## config.mk

```make
export PLATFORM = sky130hd
export DESIGN_NAME = philo_bank
export DESIGN_NICKNAME = d
export VERILOG_FILES = /design/src/rtl/philo_bank.sv
export SDC_FILE = /design/constraint.sdc
export NUM_CORES = 1
export LEC_CHECK = 0
export BUFFER_PORTS_ARGS = -buffer_cell sky130_fd_sc_hd__buf_2
export CORE_ASPECT_RATIO = 0.9
export CORE_MARGIN = 5
export CORE_UTILIZATION = 46
export CTS_CLUSTER_DIAMETER = 150
export CTS_CLUSTER_SIZE = 28
export DETAILED_ROUTE_END_ITERATION = 8
export SLEW_MARGIN = 20
export SYNTH_ARGS = -nofsm -noshare
export SYNTH_HDL_FRONTEND = slang
export SYNTH_SLANG_ARGS = --single-unit
```

## constraint.sdc

```tcl
create_clock -name clk -period 15.3 [get_ports clk]
set_clock_uncertainty 0.1 [all_clocks]
set_input_delay 0.765 -clock clk [delete_from_list [all_inputs] [get_ports clk]]
set_output_delay 0.765 -clock clk [all_outputs]
set_load 0.01 [all_outputs]
```

## src/rtl/philo_bank.sv

```systemverilog
`default_nettype none
// ============================================================================
// Module   : philo_bank
// Purpose  : Bank of dining-philosopher timing engines sharing one tagged,
//            round-robin arbitrated event FIFO.
// Revision : 1.0
// ============================================================================
module philo_bank #(
    parameter int N_PHILO    = 5,
    parameter int EAT_TIME   = 2,
    parameter int THINK_TIME = 5,
    parameter int FIFO_DEPTH = 8,
    localparam int ID_W    = (N_PHILO > 1) ? $clog2(N_PHILO) : 1,
    localparam int LVL_W   = $clog2(FIFO_DEPTH + 1),
    localparam int TMR_MAX = (EAT_TIME > THINK_TIME) ? EAT_TIME : THINK_TIME,
    localparam int TMR_W   = (TMR_MAX > 1) ? $clog2(TMR_MAX + 1) : 1,
    localparam int PTR_W   = (FIFO_DEPTH > 1) ? $clog2(FIFO_DEPTH) : 1
) (
    input  logic               clk,
    input  logic               reset,
    input  logic [N_PHILO-1:0] may_eat,
    output logic [N_PHILO-1:0] hungry,
    output logic [N_PHILO-1:0] eating,
    output logic               evt_valid,
    input  logic               evt_ready,
    output logic [ID_W-1:0]    evt_id,
    output logic               evt_kind,
    output logic [LVL_W-1:0]   fifo_level,
    output logic               proto_err
);

    localparam logic [1:0]       c_think     = 2'd0;
    localparam logic [1:0]       c_hungry    = 2'd1;
    localparam logic [1:0]       c_eat       = 2'd2;
    localparam logic [TMR_W-1:0] c_eat_rld   = TMR_W'(EAT_TIME);
    localparam logic [TMR_W-1:0] c_think_rld = TMR_W'(THINK_TIME);
    localparam logic [LVL_W-1:0] c_full      = LVL_W'(FIFO_DEPTH);
    localparam logic [ID_W-1:0]  c_last_id   = ID_W'(N_PHILO - 1);
    localparam logic [PTR_W-1:0] c_last_slot = PTR_W'(FIFO_DEPTH - 1);

    logic [1:0]       r_state     [N_PHILO];
    logic [1:0]       w_state_nxt [N_PHILO];
    logic [TMR_W-1:0] r_tmr       [N_PHILO];
    logic [TMR_W-1:0] w_tmr_nxt   [N_PHILO];

    logic [N_PHILO-1:0] w_req;
    logic [N_PHILO-1:0] w_gnt;
    logic               w_gnt_valid;
    logic [ID_W-1:0]    w_gnt_id;
    logic               w_gnt_kind;
    logic [ID_W-1:0]    w_scan_id;
    logic [ID_W-1:0]    r_rr_ptr;
    logic               w_illegal;
    logic               r_proto_err;

    logic [ID_W:0]      r_mem [FIFO_DEPTH];
    logic [PTR_W-1:0]   r_wr_ptr;
    logic [PTR_W-1:0]   r_rd_ptr;
    logic [LVL_W-1:0]   r_level;
    logic               w_can_push;
    logic               w_push;
    logic               w_pop;

    function automatic logic [PTR_W-1:0] f_slot_inc(input logic [PTR_W-1:0] p);
        return (p == c_last_slot) ? '0 : p + PTR_W'(1);
    endfunction

    for (genvar gi = 0; gi < N_PHILO; gi++) begin : g_ch
        assign w_req[gi]  = ((r_state[gi] == c_think) || (r_state[gi] == c_eat)) &&
                            (r_tmr[gi] == '0);
        assign hungry[gi] = (r_state[gi] == c_hungry);
        assign eating[gi] = (r_state[gi] == c_eat);
    end

    assign w_can_push = (r_level < c_full);

    // Scan from highest offset down so the last hit is the first channel after the pointer.
    always_comb begin
        w_gnt_valid = 1'b0;
        w_gnt_id    = '0;
        w_scan_id   = '0;
        for (int k = N_PHILO; k >= 1; k--) begin
            w_scan_id = ID_W'((int'(r_rr_ptr) + k) % N_PHILO);
            if (w_can_push && w_req[w_scan_id]) begin
                w_gnt_valid = 1'b1;
                w_gnt_id    = w_scan_id;
            end
        end
        w_gnt = '0;
        if (w_gnt_valid) begin
            w_gnt[w_gnt_id] = 1'b1;
        end
    end

    assign w_gnt_kind = (r_state[w_gnt_id] == c_think);
    assign w_push     = w_gnt_valid;
    assign w_pop      = (r_level != '0) && evt_ready;

    always_comb begin
        w_illegal = 1'b0;
        for (int i = 0; i < N_PHILO; i++) begin
            w_state_nxt[i] = r_state[i];
            w_tmr_nxt[i]   = r_tmr[i];
            case (r_state[i])
                c_think: begin
                    if (r_tmr[i] != '0) begin
                        w_tmr_nxt[i] = r_tmr[i] - TMR_W'(1);
                    end else if (w_gnt[i]) begin
                        w_state_nxt[i] = c_hungry;
                    end
                end
                c_hungry: begin
                    if (may_eat[i]) begin
                        w_state_nxt[i] = c_eat;
                        w_tmr_nxt[i]   = c_eat_rld;
                    end
                end
                c_eat: begin
                    if (r_tmr[i] != '0) begin
                        w_tmr_nxt[i] = r_tmr[i] - TMR_W'(1);
                    end else if (w_gnt[i]) begin
                        w_state_nxt[i] = c_think;
                        w_tmr_nxt[i]   = c_think_rld;
                    end
                end
                default: begin
                    w_state_nxt[i] = c_think;
                    w_tmr_nxt[i]   = c_think_rld;
                end
            endcase
            if (may_eat[i] && (r_state[i] != c_hungry)) begin
                w_illegal = 1'b1;
            end
        end
    end

    always_ff @(posedge clk) begin
        if (reset) begin
            for (int i = 0; i < N_PHILO; i++) begin
                r_state[i] <= c_think;
                r_tmr[i]   <= c_think_rld;
            end
            r_rr_ptr    <= c_last_id;
            r_proto_err <= 1'b0;
            r_wr_ptr    <= '0;
            r_rd_ptr    <= '0;
            r_level     <= '0;
        end else begin
            for (int i = 0; i < N_PHILO; i++) begin
                r_state[i] <= w_state_nxt[i];
                r_tmr[i]   <= w_tmr_nxt[i];
            end
            if (w_gnt_valid) begin
                r_rr_ptr <= w_gnt_id;
            end
            if (w_illegal) begin
                r_proto_err <= 1'b1;
            end
            if (w_push) begin
                r_wr_ptr <= f_slot_inc(r_wr_ptr);
            end
            if (w_pop) begin
                r_rd_ptr <= f_slot_inc(r_rd_ptr);
            end
            case ({w_push, w_pop})
                2'b10:   r_level <= r_level + LVL_W'(1);
                2'b01:   r_level <= r_level - LVL_W'(1);
                default: r_level <= r_level;
            endcase
        end
    end

    // Storage needs no reset: the head is masked whenever the FIFO is empty.
    always_ff @(posedge clk) begin
        if (!reset && w_push) begin
            r_mem[r_wr_ptr] <= {w_gnt_id, w_gnt_kind};
        end
    end

    assign evt_valid            = (r_level != '0);
    assign {evt_id, evt_kind}   = evt_valid ? r_mem[r_rd_ptr] : '0;
    assign fifo_level           = r_level;
    assign proto_err            = r_proto_err;

endmodule
`default_nettype wire

```

==> metrics.txt, run 1 <==
DRT iter0 DRCs=a little under 300; cts repair resizes=0; final instance area=roughly 6300 µm²; Post-Route Utilization=0.5057; clk_lat worst skew=0.34 ns; RSZ-0062 raised after global routing=no; Cells after Synth=654; Total Routing Usage GR=0.2000; root buf cell=clkbuf_16; Residual DRC=0; most common cell after layout, fill and taps aside=nor2_1; HPWL Detailed=10.73 mm; commonest non-fill, non-tap cells in the layout=54 x nor2_1, 46 x a21oi_1, 43 x ha_1; f_max=~150 MHz; Std-Cell Rows=39; Setup Crit Path Kind=reg -> reg; vias in the first global route=a little under 5000; first-pass GRT wire length=between 20 and 25 mm; status=finished clean; ANT nets after route=0; EDFF count, synth=32; flop and latch count out of synthesis=between 70 and 80; clock tree buffer depth=2; CP endpoint kind=flip-flop; die height=between 100 and 150 µm; ys flop type=dfxtp_1; initial antenna violation count=0; n_diodes=0; Core Area=~13000 µm²; Hold Path Class=reg -> reg; Seq/Total Area, Yosys=0.3088; Top cell by count, worst path=ha_1; syn_area_per_cell=8.921 µm²; postcts setup bufs=0; Vias=4967; Slew headroom=0.3116; H-tree Lvls=3; endpoints failing setup=0; # port buffers=27; CP cell instances=buf_4 > inv_1 > ha_1 > ha_1 > nor4b_1 > o31ai_1 > nor2b_1 > inv_1 > ha_1 > nor2b_1 > a21oi_1 > nor4_1 > o2111ai_1 > and2_1 > nor4bb_2 > buf_4 > ha_1 > ha_1 > a21o_1 > a21oi_1 > xnor2_1 > or3_1 > a21oi_1; DR pass1 iterations=5; gp weighted congestion=0.8833; clock sinks=74; Worst-Margin Slew=about 1.0 ns; initial core utilization=0.4652; setup TNS=0 ns; I/O pin count=28; period utilisation layout=0.4220; largest net degree at the start of global routing=41; CP bufs+invs=4; slowest cell on the critical path=ha_1; share of post-route cells with drive strength above 1=0.1342; synth warn=0; Crit path max-delay family=adder cells; final wirelength=between 10 and 15 mm; min Tclk post-route=6.457 ns; clock-pin slew on the worst setup and hold paths=approximately 0.060 ns; startpoint types=flip-flop; grt total ovfl=0; CP Max Fanout=40; Area growth, synth to finish=8.707%; DR WL/cell=17.48 µm; die width=roughly 130 µm; slowest stage delay, CP=~0.74 ns; Mapped Area=5834 µm²; Nets=710; post-cts hold buffer count=0; Die Footprint=15040 µm²; final hold violation count=0; vias per inst=6.006; CTS tree=done; CTS Buf Count=9; syn nets=706; placed inst area=~6000 µm²; Required @ worst endpoint=~15 ns; ys async rst share=0; WP data arrival=about 6.6 ns; total of max-cap violations=0; final slew viol count=0; post-synthesis cell type count=86
path summary, 6_finish.rpt:
check                                               start                         end  slack [ns]  cells past startpoint
worst min register to register  r_tmr[0][13]$_SDFFE_PP0P_   r_tmr[0][13]$_SDFFE_PP0P_        0.36                      2
worst max register to register   r_rr_ptr[0]$_SDFFE_PP0P_  fifo_level[3]$_SDFFE_PP0P_        8.84                     23
worst min-delay path            r_tmr[0][13]$_SDFFE_PP0P_   r_tmr[0][13]$_SDFFE_PP0P_        0.36                      2
worst max-delay path             r_rr_ptr[0]$_SDFFE_PP0P_  fifo_level[3]$_SDFFE_PP0P_        8.84                     23
state kept, by name, summed over array words and instances, names as in the netlist, named ones only:
| register | cells |
|---|---|
| r_mem | 32 |
| r_tmr | 15 |
| r_state | 10 |
| fifo_level | 4 |
| r_rd_ptr | 3 |
| r_rr_ptr | 3 |
| r_wr_ptr | 3 |
| proto_err | 1 |
logic make-up after synthesis:
| family | count (synthesis) | synth area share |
|---|---|---|
| simple gates | 223 | 0.2052 |
| compound gates | 181 | 0.2217 |
| buf+inv | 86 | 0.06541 |
| flops | 74 | 0.3088 |
| fa+ha+maj | 44 | 0.09565 |
| mux | 32 | 0.07570 |
| xor+xnor | 14 | 0.02745 |
through the flow:
step	setup WS [ns]	hold slack, ns	std cells
after global placement	9.069	0.3440	811
after CTS	8.841	0.3593	827
after global routing	8.252	0.3755	827
after floorplan	9.599	0.3347	654
after detailed placement	8.881	0.3514	811
final	8.843	0.3560	827
layout make-up:
cell class / count / area, µm²
Clock buffer: 11 / 254.0
Clock inverter: 5 / 60.06
Fill cell: 1152 / 6198
Inverter: 46 / 177.7
Multi-Input combinational cell: 494 / 3664
Sequential cell: 74 / 1802
Tap cell: 164 / 205.2
Timing Repair Buffer: 33 / 180.2
worst min-delay path, delay by kind of cell (launching register included):
family,cells,cell delay (ns)
multiplexers,1,0.05
flip-flops,1,0.31
AND/OR/NAND/NOR,1,0.05
Yosys cell counts, drive strengths merged (4+ instances only):
| cell | number | area (µm²) |
|---|---|---|
| a21oi | 48 | 255.3 |
| nand4b | 4 | 35.03 |
| buf | 18 | 121.4 |
| nor3 | 14 | 70.07 |
| a31oi | 8 | 50.05 |
| nor2 | 54 | 202.7 |
| o211a | 4 | 40.04 |
| o21a | 4 | 30.03 |
| o22ai | 4 | 25.02 |
| o2111ai | 4 | 35.03 |
| nand4 | 4 | 25.02 |
| mux2 | 7 | 78.82 |
| ha | 43 | 538.0 |
| o21bai | 8 | 63.81 |
| a211oi | 12 | 95.09 |
| nand2 | 41 | 153.9 |
| nor2b | 21 | 131.4 |
| nor4 | 7 | 43.79 |
| and3 | 4 | 25.02 |
| mux4 | 9 | 202.7 |
| xnor2 | 10 | 87.58 |
| xor2 | 4 | 72.57 |
| or3b | 4 | 35.03 |
| nand3 | 16 | 80.08 |
| a22oi | 5 | 37.54 |
| nor3b | 10 | 80.07 |
| a21o | 4 | 30.03 |
| mux2i | 16 | 160.2 |
| nand2b | 15 | 93.84 |
| a21boi | 4 | 30.02 |
| clkbuf | 22 | 82.58 |
| edfxtp | 32 | 960.9 |
| a2bb2oi | 5 | 50.04 |
| and2 | 8 | 50.05 |
| inv | 45 | 173.9 |
| dfxtp | 42 | 840.8 |
| o21ai | 25 | 125.1 |
| nor4b | 4 | 35.03 |
| a221oi | 5 | 50.04 |
| or3 | 4 | 25.02 |
| o211ai | 8 | 60.06 |
| a211o | 4 | 35.03 |
layer usage:
metal,track usage,share of wire,vias up
li1,-,-,2432
met1,0.2754,0.48,2388
met2,0.3198,0.45,125
met3,0.03993,0.050,22
met4,0.06088,0.015,0
met5,0,0,-
Power of run 1 is not shown: default switching activity piles up to over one toggle a cycle in this logic, so the estimate is an artifact.
==> run 2: changes to the inputs <==
--- a/config.mk
+++ b/config.mk
@@ -5,6 +5,7 @@
 export SDC_FILE = /design/constraint.sdc
 export NUM_CORES = 1
 export LEC_CHECK = 0
+export ABC_AREA = 1
 export BUFFER_PORTS_ARGS = -buffer_cell sky130_fd_sc_hd__buf_2
 export CORE_ASPECT_RATIO = 0.9
 export CORE_MARGIN = 5
@@ -12,6 +13,7 @@
 export CTS_CLUSTER_DIAMETER = 150
 export CTS_CLUSTER_SIZE = 28
 export DETAILED_ROUTE_END_ITERATION = 8
+export PLACE_DENSITY = 0.65
 export SLEW_MARGIN = 20
 export SYNTH_ARGS = -nofsm -noshare
 export SYNTH_HDL_FRONTEND = slang
==> constraint.sdc (replaced) <==
create_clock -name clk -period 5.19 [get_ports clk]
set_clock_uncertainty 0.1 [all_clocks]
set_input_delay 0.2595 -clock clk [delete_from_list [all_inputs] [get_ports clk]]
set_output_delay 0.2595 -clock clk [all_outputs]
set_load 0.01 [all_outputs]
==> run 2 against run 1 <==
  * Die area fell by 8.2%
  * Highest routed layer unchanged
  * Final cell count rose by 9.4%
  * Synthesized cell count rose by 9.6%
  * Register-to-register slack got worse by 8.5 ns
  * Global-route usage fell by 1.0 points
  * Critical endpoint unchanged
  * Count of clock-buffer cells in the layout rose by 1
  * Sequential cell count did not move
  * Hold slack got worse by 0.24 ns
  * Setup slack got worse by 8.5 ns
  * Area after synthesis fell by 8.9%
  * Fmax rose by 35%
  * Sequential share of layout area rose by 1.9 points
  * Largest cell class unchanged
==> metrics.txt, run 2 <==
status=finished clean; final wirelength=12.32 mm (-15%); syn_area_per_cell=7.413 µm² (-17%); gp weighted congestion=0.8118 (-8.1%); root buf cell=clkbuf_16; Worst-Margin Slew=0.8546 ns (-0.1636 ns); placed inst area=5585 µm² (-7.3%); die height=112.0 µm (-4.2%); Std-Cell Rows=37 (-5.1%); largest cells by area after synthesis=edfxtp_1 18%, dfxtp_1 16%, ha_1 10%; synth warn=0 (unchanged); min Tclk post-route=4.797 ns (-1.660 ns); final slew viol count=0 (unchanged); n_diodes=0 (unchanged); CTS Buf Count=9 (unchanged); die width=123.3 µm (-4.2%); ys async rst share=0 (unchanged); first-pass GRT wire length=21.23 mm (-12%); register with the most flip-flops=r_mem; endpoints failing setup=0 (unchanged); terminus of the critical flop-to-flop path=fifo_level[3]$_SDFFE_PP0P_; Seq/Total Area, Yosys=0.3390 (+0.03017); DP Worst Slack=0.2032 ns (-8.678 ns); largest net degree at the start of global routing=26 (-37%); Slew headroom=0.4296 (+0.1180); f_max=208.5 MHz (+35%); number of flip-flops under the largest register name=32 (unchanged); final worst setup slack=0.3930 ns (-8.450 ns); M3 GR Usage=0.04418 (+0.004257); clock-pin slew on the worst setup and hold paths=0.06 ns (about the same); GRT met1 Usage=0.2417 (-0.03373); Die Footprint=13810 µm² (-8.2%); Hold WS=0.1127 ns (-0.2434 ns); most frequent cell after synthesis=nand2_1; syn nets=769 (+8.9%); Required @ worst endpoint=5.31 ns (-10.15 ns); Core Area=11390 µm² (-9.2%); Area growth, synth to finish=11.70%; DR pass1 iterations=4 (-1); busiest grt layer=met2; DRT iter0 DRCs=364 (+23%); # port buffers=27 (unchanged); RSZ-0062 raised after global routing=no; Mapped Area=5315 µm² (-8.9%); grt total ovfl=0 (unchanged); Residual DRC=0 (unchanged); area share of the largest cell type after synthesis=0.1808 (+0.01609); EDFF count, synth=32 (unchanged); ys flop type=dfxtp_1; slowest cell on the critical path=ha_1; setup TNS=0 ns (unchanged); DR WL/cell=13.62 µm (-22%); Cells after Synth=717 (+9.6%); Nets=796 (+12%); CP Max Fanout=7 (-83%); vias in the first global route=4668 (-3.6%); worst r2r src=r_rr_ptr[1]$_SDFFE_PP0P_; ANT nets after route=0 (unchanged); total of max-cap violations=0 (unchanged); post-synthesis cell type count=48 (-44%); I/O pin count=28 (unchanged); final hold violation count=0 (unchanged); GRT met2 Usage=0.3174 (-0.002360); WP data arrival=4.92 ns (-1.70 ns); Hold Path Class=in -> reg; CTS tree=done; initial antenna violation count=0 (unchanged); share of post-route cells with drive strength above 1=0.1709 (+0.03666); Total Routing Usage GR=0.1900 (-0.01002); H-tree Lvls=3 (unchanged); HPWL Detailed=9.477 mm (-12%); clk_lat worst skew=0.34 ns (about the same); flop and latch count out of synthesis=74 (unchanged); clock sinks=74 (unchanged); post-cts hold buffer count=0 (unchanged); Setup Crit Path Kind=reg -> reg; Regs by FF count=r_mem x32, r_tmr x15, r_state x10; Vias=4664 (-6.1%); fill count=1106 (-4.0%); post-synth top area cell=edfxtp_1; startpoint types=flip-flop; vias per inst=5.154 (-14%); period utilisation layout=0.9243 (+0.5023); CP endpoint kind=flip-flop; commonest non-fill, non-tap cells in the layout=133 x nand2_1, 106 x inv_1, 73 x nand3_1; reg2reg setup slack=0.39 ns (-8.45 ns); clock tree buffer depth=2 (unchanged); Hold Crit Start=may_eat[2]; worst hold endpoint=r_state[2][1]$_SDFFE_PP0P_; slowest stage delay, CP=0.34 ns (-0.40 ns); Hold Path Depth=3 (+1); Reg2Reg Depth=31 (+35%); initial core utilization=0.4667 (+0.001481); synth cell count leaders=133 x nand2_1, 106 x inv_1, 73 x nand3_1, 68 x nor2_1, 48 x o21ai_0; most common cell after layout, fill and taps aside=nand2_1; final instance area=5937 µm² (-6.4%)
==> run 2: worst max-delay path: cells and delay by family, from the launching register on <==
| kind | cells | cell delay [ns] |
|---|---|---|
| adder cells (fa/ha/maj) | 5 | 1.18 |
| XOR/XNOR | 1 | 0.19 |
| AO/OA/AOI/OAI | 4 | 0.61 |
| buffers and inverters | 3 | 0.33 |
| AND/OR/NAND/NOR | 18 | 1.93 |
| flip-flops | 1 | 0.33 |
==> run 2: metrics by stage <==
stage,utilization,instances
global route,0.5213,905
detailed placement,0.4904,889
finish,0.5213,905
floorplan,-,717
CTS,0.5198,905
global placement,0.4904,889
==> run 2: logic make-up after synthesis <==
family          synth area share
compound gates            0.1238
xor+xnor                 0.02425
fa+ha+maj                 0.1050
buf+inv                   0.1026
flops                     0.3390
simple gates              0.3053
==> run 2: area by class of cell <==
class	instances	area, µm²	area share
clock buffer	12	279.0	0.04700
clock inverter	4	55.05	0.009273
inverter	114	432.9	0.07292
multi-input combinational	511	2985	0.5028
sequential	74	1802	0.3035
tap	156	195.2	0.03288
timing repair buffer	34	187.7	0.03161
==> run 2: worst max path at each step <==
stage,cells past startpoint,end,slack [ns],startpoint
after CTS,29,fifo_level[3]$_SDFFE_PP0P_,0.19,r_rr_ptr[1]$_SDFFE_PP0P_
after floorplan,31,fifo_level[3]$_SDFFE_PP0P_,0.28,r_rr_ptr[0]$_SDFFE_PP0P_
after detailed placement,29,fifo_level[3]$_SDFFE_PP0P_,0.20,r_rr_ptr[1]$_SDFFE_PP0P_
final,31,fifo_level[3]$_SDFFE_PP0P_,0.39,r_rr_ptr[1]$_SDFFE_PP0P_
after global routing,32,fifo_level[3]$_SDFFE_PP0P_,0.03,r_rr_ptr[0]$_SDFFE_PP0P_
after global placement,29,fifo_level[3]$_SDFFE_PP0P_,0.55,r_rr_ptr[1]$_SDFFE_PP0P_
==> run 2: layer usage <==
metal	part of all wire	vias up
li1	-	2378
met1	0.46	2177
met2	0.48	94
met3	0.048	15
met4	0.015	0
met5	0	-
==> run 2: repair_timing <==
item,4_1_cts,5_1_grt
endpoints found under the setup margin,0,13
gates resized for setup,0,3
buffers inserted,0,0
Power of run 2 is left out for the same reason.
==> run 3: changes to the inputs <==
--- a/config.mk
+++ b/config.mk
@@ -7,13 +7,16 @@
 export LEC_CHECK = 0
 export ABC_AREA = 1
 export BUFFER_PORTS_ARGS = -buffer_cell sky130_fd_sc_hd__buf_2
+export CELL_PAD_IN_SITES_DETAIL_PLACEMENT = 1
+export CELL_PAD_IN_SITES_GLOBAL_PLACEMENT = 2
 export CORE_ASPECT_RATIO = 0.9
 export CORE_MARGIN = 5
-export CORE_UTILIZATION = 46
+export CORE_UTILIZATION = 33
 export CTS_CLUSTER_DIAMETER = 150
 export CTS_CLUSTER_SIZE = 28
 export DETAILED_ROUTE_END_ITERATION = 8
-export PLACE_DENSITY = 0.65
+export MAX_ROUTING_LAYER = met4
+export PLACE_DENSITY_LB_ADDON = 0.1
 export SLEW_MARGIN = 20
 export SYNTH_ARGS = -nofsm -noshare
 export SYNTH_HDL_FRONTEND = slang
==> run 3 against run 2 <==
  * Register-to-register slack got worse by 0.04 ns
  * Die area increased by 36%
  * First-iteration DRC count decreased by 49%
  * Critical path depth increased by 1
  * Final cell count increased by 5.9%
  * Fmax decreased by 0.80%
  * Via count decreased by 0.15%
  * Setup slack got worse by 0.039 ns
  * Routed wire length increased by 17%
  * Global-route usage decreased by 2.1 points
  * Count of clock-buffer cells in the layout decreased by 1
  * Sequential cell count unchanged
==> metrics.txt, run 3 (synthesis results as in run 2) <==
number of flip-flops under the largest register name=32 (unchanged); Area growth, synth to finish=12.15%; final hold violation count=0 (unchanged); total of max-cap violations=0 (unchanged); die width=143.8 µm (+17%); largest net degree at the start of global routing=26 (unchanged); DRT iter0 DRCs=184 (-49%); CTS Buf Count=9 (unchanged); share of post-route cells with drive strength above 1=0.1718 (+0.0008764); status=finished clean; die height=130.4 µm (+16%); CP endpoint kind=flip-flop; commonest non-fill, non-tap cells in the layout=133 x nand2_1, 106 x inv_1, 73 x nand3_1; Hold WS=0.1110 ns (-0.001700 ns); gp weighted congestion=0.7695 (-5.2%); Nets=798 (+0.25%); clock-pin slew on the worst setup and hold paths=0.06 ns (about the same); clock tree buffer depth=2 (unchanged); clock sinks=74 (unchanged); grt total ovfl=0 (unchanged); Setup Crit Path Kind=reg -> reg; slowest cell on the critical path=dfxtp_1; HPWL Detailed=11.43 mm (+21%); most common cell after layout, fill and taps aside=nand2_1; f_max=206.8 MHz (-0.80%); Die Footprint=18750 µm² (+36%); DR pass1 iterations=4 (unchanged); slowest stage delay, CP=0.36 ns (+0.02 ns); post-cts hold buffer count=0 (unchanged); H-tree Lvls=3 (unchanged); Vias=4657 (-0.15%); final wirelength=14.46 mm (+17%); first-pass GRT wire length=24.34 mm (+15%); ANT nets after route=0 (unchanged); WP data arrival=4.96 ns (+0.04 ns); root buf cell=clkbuf_16; Required @ worst endpoint=5.31 ns (about the same); Std-Cell Rows=44 (+19%); clk_lat worst skew=0.34 ns (about the same); initial antenna violation count=0 (unchanged); fill count=2013 (+82%); initial core utilization=0.3329 (-0.1338); CTS tree=done; I/O pin count=28 (unchanged); vias in the first global route=4860 (+4.1%); Worst-Margin Slew=1.020 ns (+0.1651 ns); CP Max Fanout=6 (-1); register with the most flip-flops=r_mem; # port buffers=27 (unchanged); vias per inst=4.861 (-5.7%); endpoints failing setup=0 (unchanged); Top cell by count, worst path=ha_1; period utilisation layout=0.9317 (+0.007446); DR WL/cell=15.09 µm (+11%); final slew viol count=0 (unchanged); n_diodes=0 (unchanged); min Tclk post-route=4.836 ns (+0.03864 ns); reg2reg setup slack=0.35 ns (-0.04 ns); Hold Path Class=in -> reg; Regs by FF count=r_mem x32, r_tmr x15, r_state x10; Residual DRC=0 (unchanged); Total Routing Usage GR=0.1693 (-0.02075); startpoint types=flip-flop; setup TNS=0 ns (unchanged); Core Area=15970 µm² (+40%); Slew headroom=0.3194 (-0.1102); RSZ-0062 raised after global routing=no
## run 3: final timing paths
path / from / to / depth (start not counted)
setup reg to reg: r_rr_ptr[0]$_SDFFE_PP0P_ / fifo_level[3]$_SDFFE_PP0P_ / 32
hold / removal: may_eat[2] / r_state[2][1]$_SDFFE_PP0P_ / 3
setup / recovery: r_rr_ptr[0]$_SDFFE_PP0P_ / fifo_level[3]$_SDFFE_PP0P_ / 32
hold reg to reg: r_tmr[0][7]$_SDFFE_PP0P_ / r_tmr[0][7]$_SDFFE_PP0P_ / 2
## run 3: layout make-up
cell class	count	area, µm²	share of cell area
Clock inverter	5	35.03	0.005877
Sequential cell	74	1805	0.3029
Tap cell	207	259.0	0.04345
Multi-Input combinational cell	511	2968	0.4979
Inverter	114	432.9	0.07263
Clock buffer	11	254.0	0.04261
Timing Repair Buffer	36	206.4	0.03463
## run 3: repair_timing
| item | 4_1_cts | 5_1_grt |
|---|---|---|
| buffers inserted | 0 | 0 |
| setup endpoints to repair | 0 | 32 |
| resized for setup | 0 | 3 |
## run 3: through the flow
stage,util,instances,area (µm²),setup WS [ns]
after floorplan,-,717,5315,0.2799
after global placement,0.3548,942,5664,0.3573
after detailed placement,0.3548,942,5664,0.2414
after CTS,0.3729,958,5953,0.2240
after global routing,0.3734,958,5961,0.006833
final,0.3734,958,5961,0.3544
## run 3: critical path: cells and delay by family, from the launching register on
kind,cells,cell delay [ns]
XOR/XNOR,1,0.19
adder cells (fa/ha/maj),5,1.19
AO/OA/AOI/OAI,3,0.50
AND/OR/NAND/NOR,20,2.08
flip-flops,1,0.36
buffers and inverters,3,0.29
## run 3: metal layers
| layer | part of all wire | track usage |
|---|---|---|
| met5 | 0 | - |
| met3 | 0.029 | 0.03639 |
| met4 | 0.0089 | 0.04153 |
| met1 | 0.51 | 0.2226 |
| met2 | 0.45 | 0.2678 |
Power of run 3 is left out for the same reason.
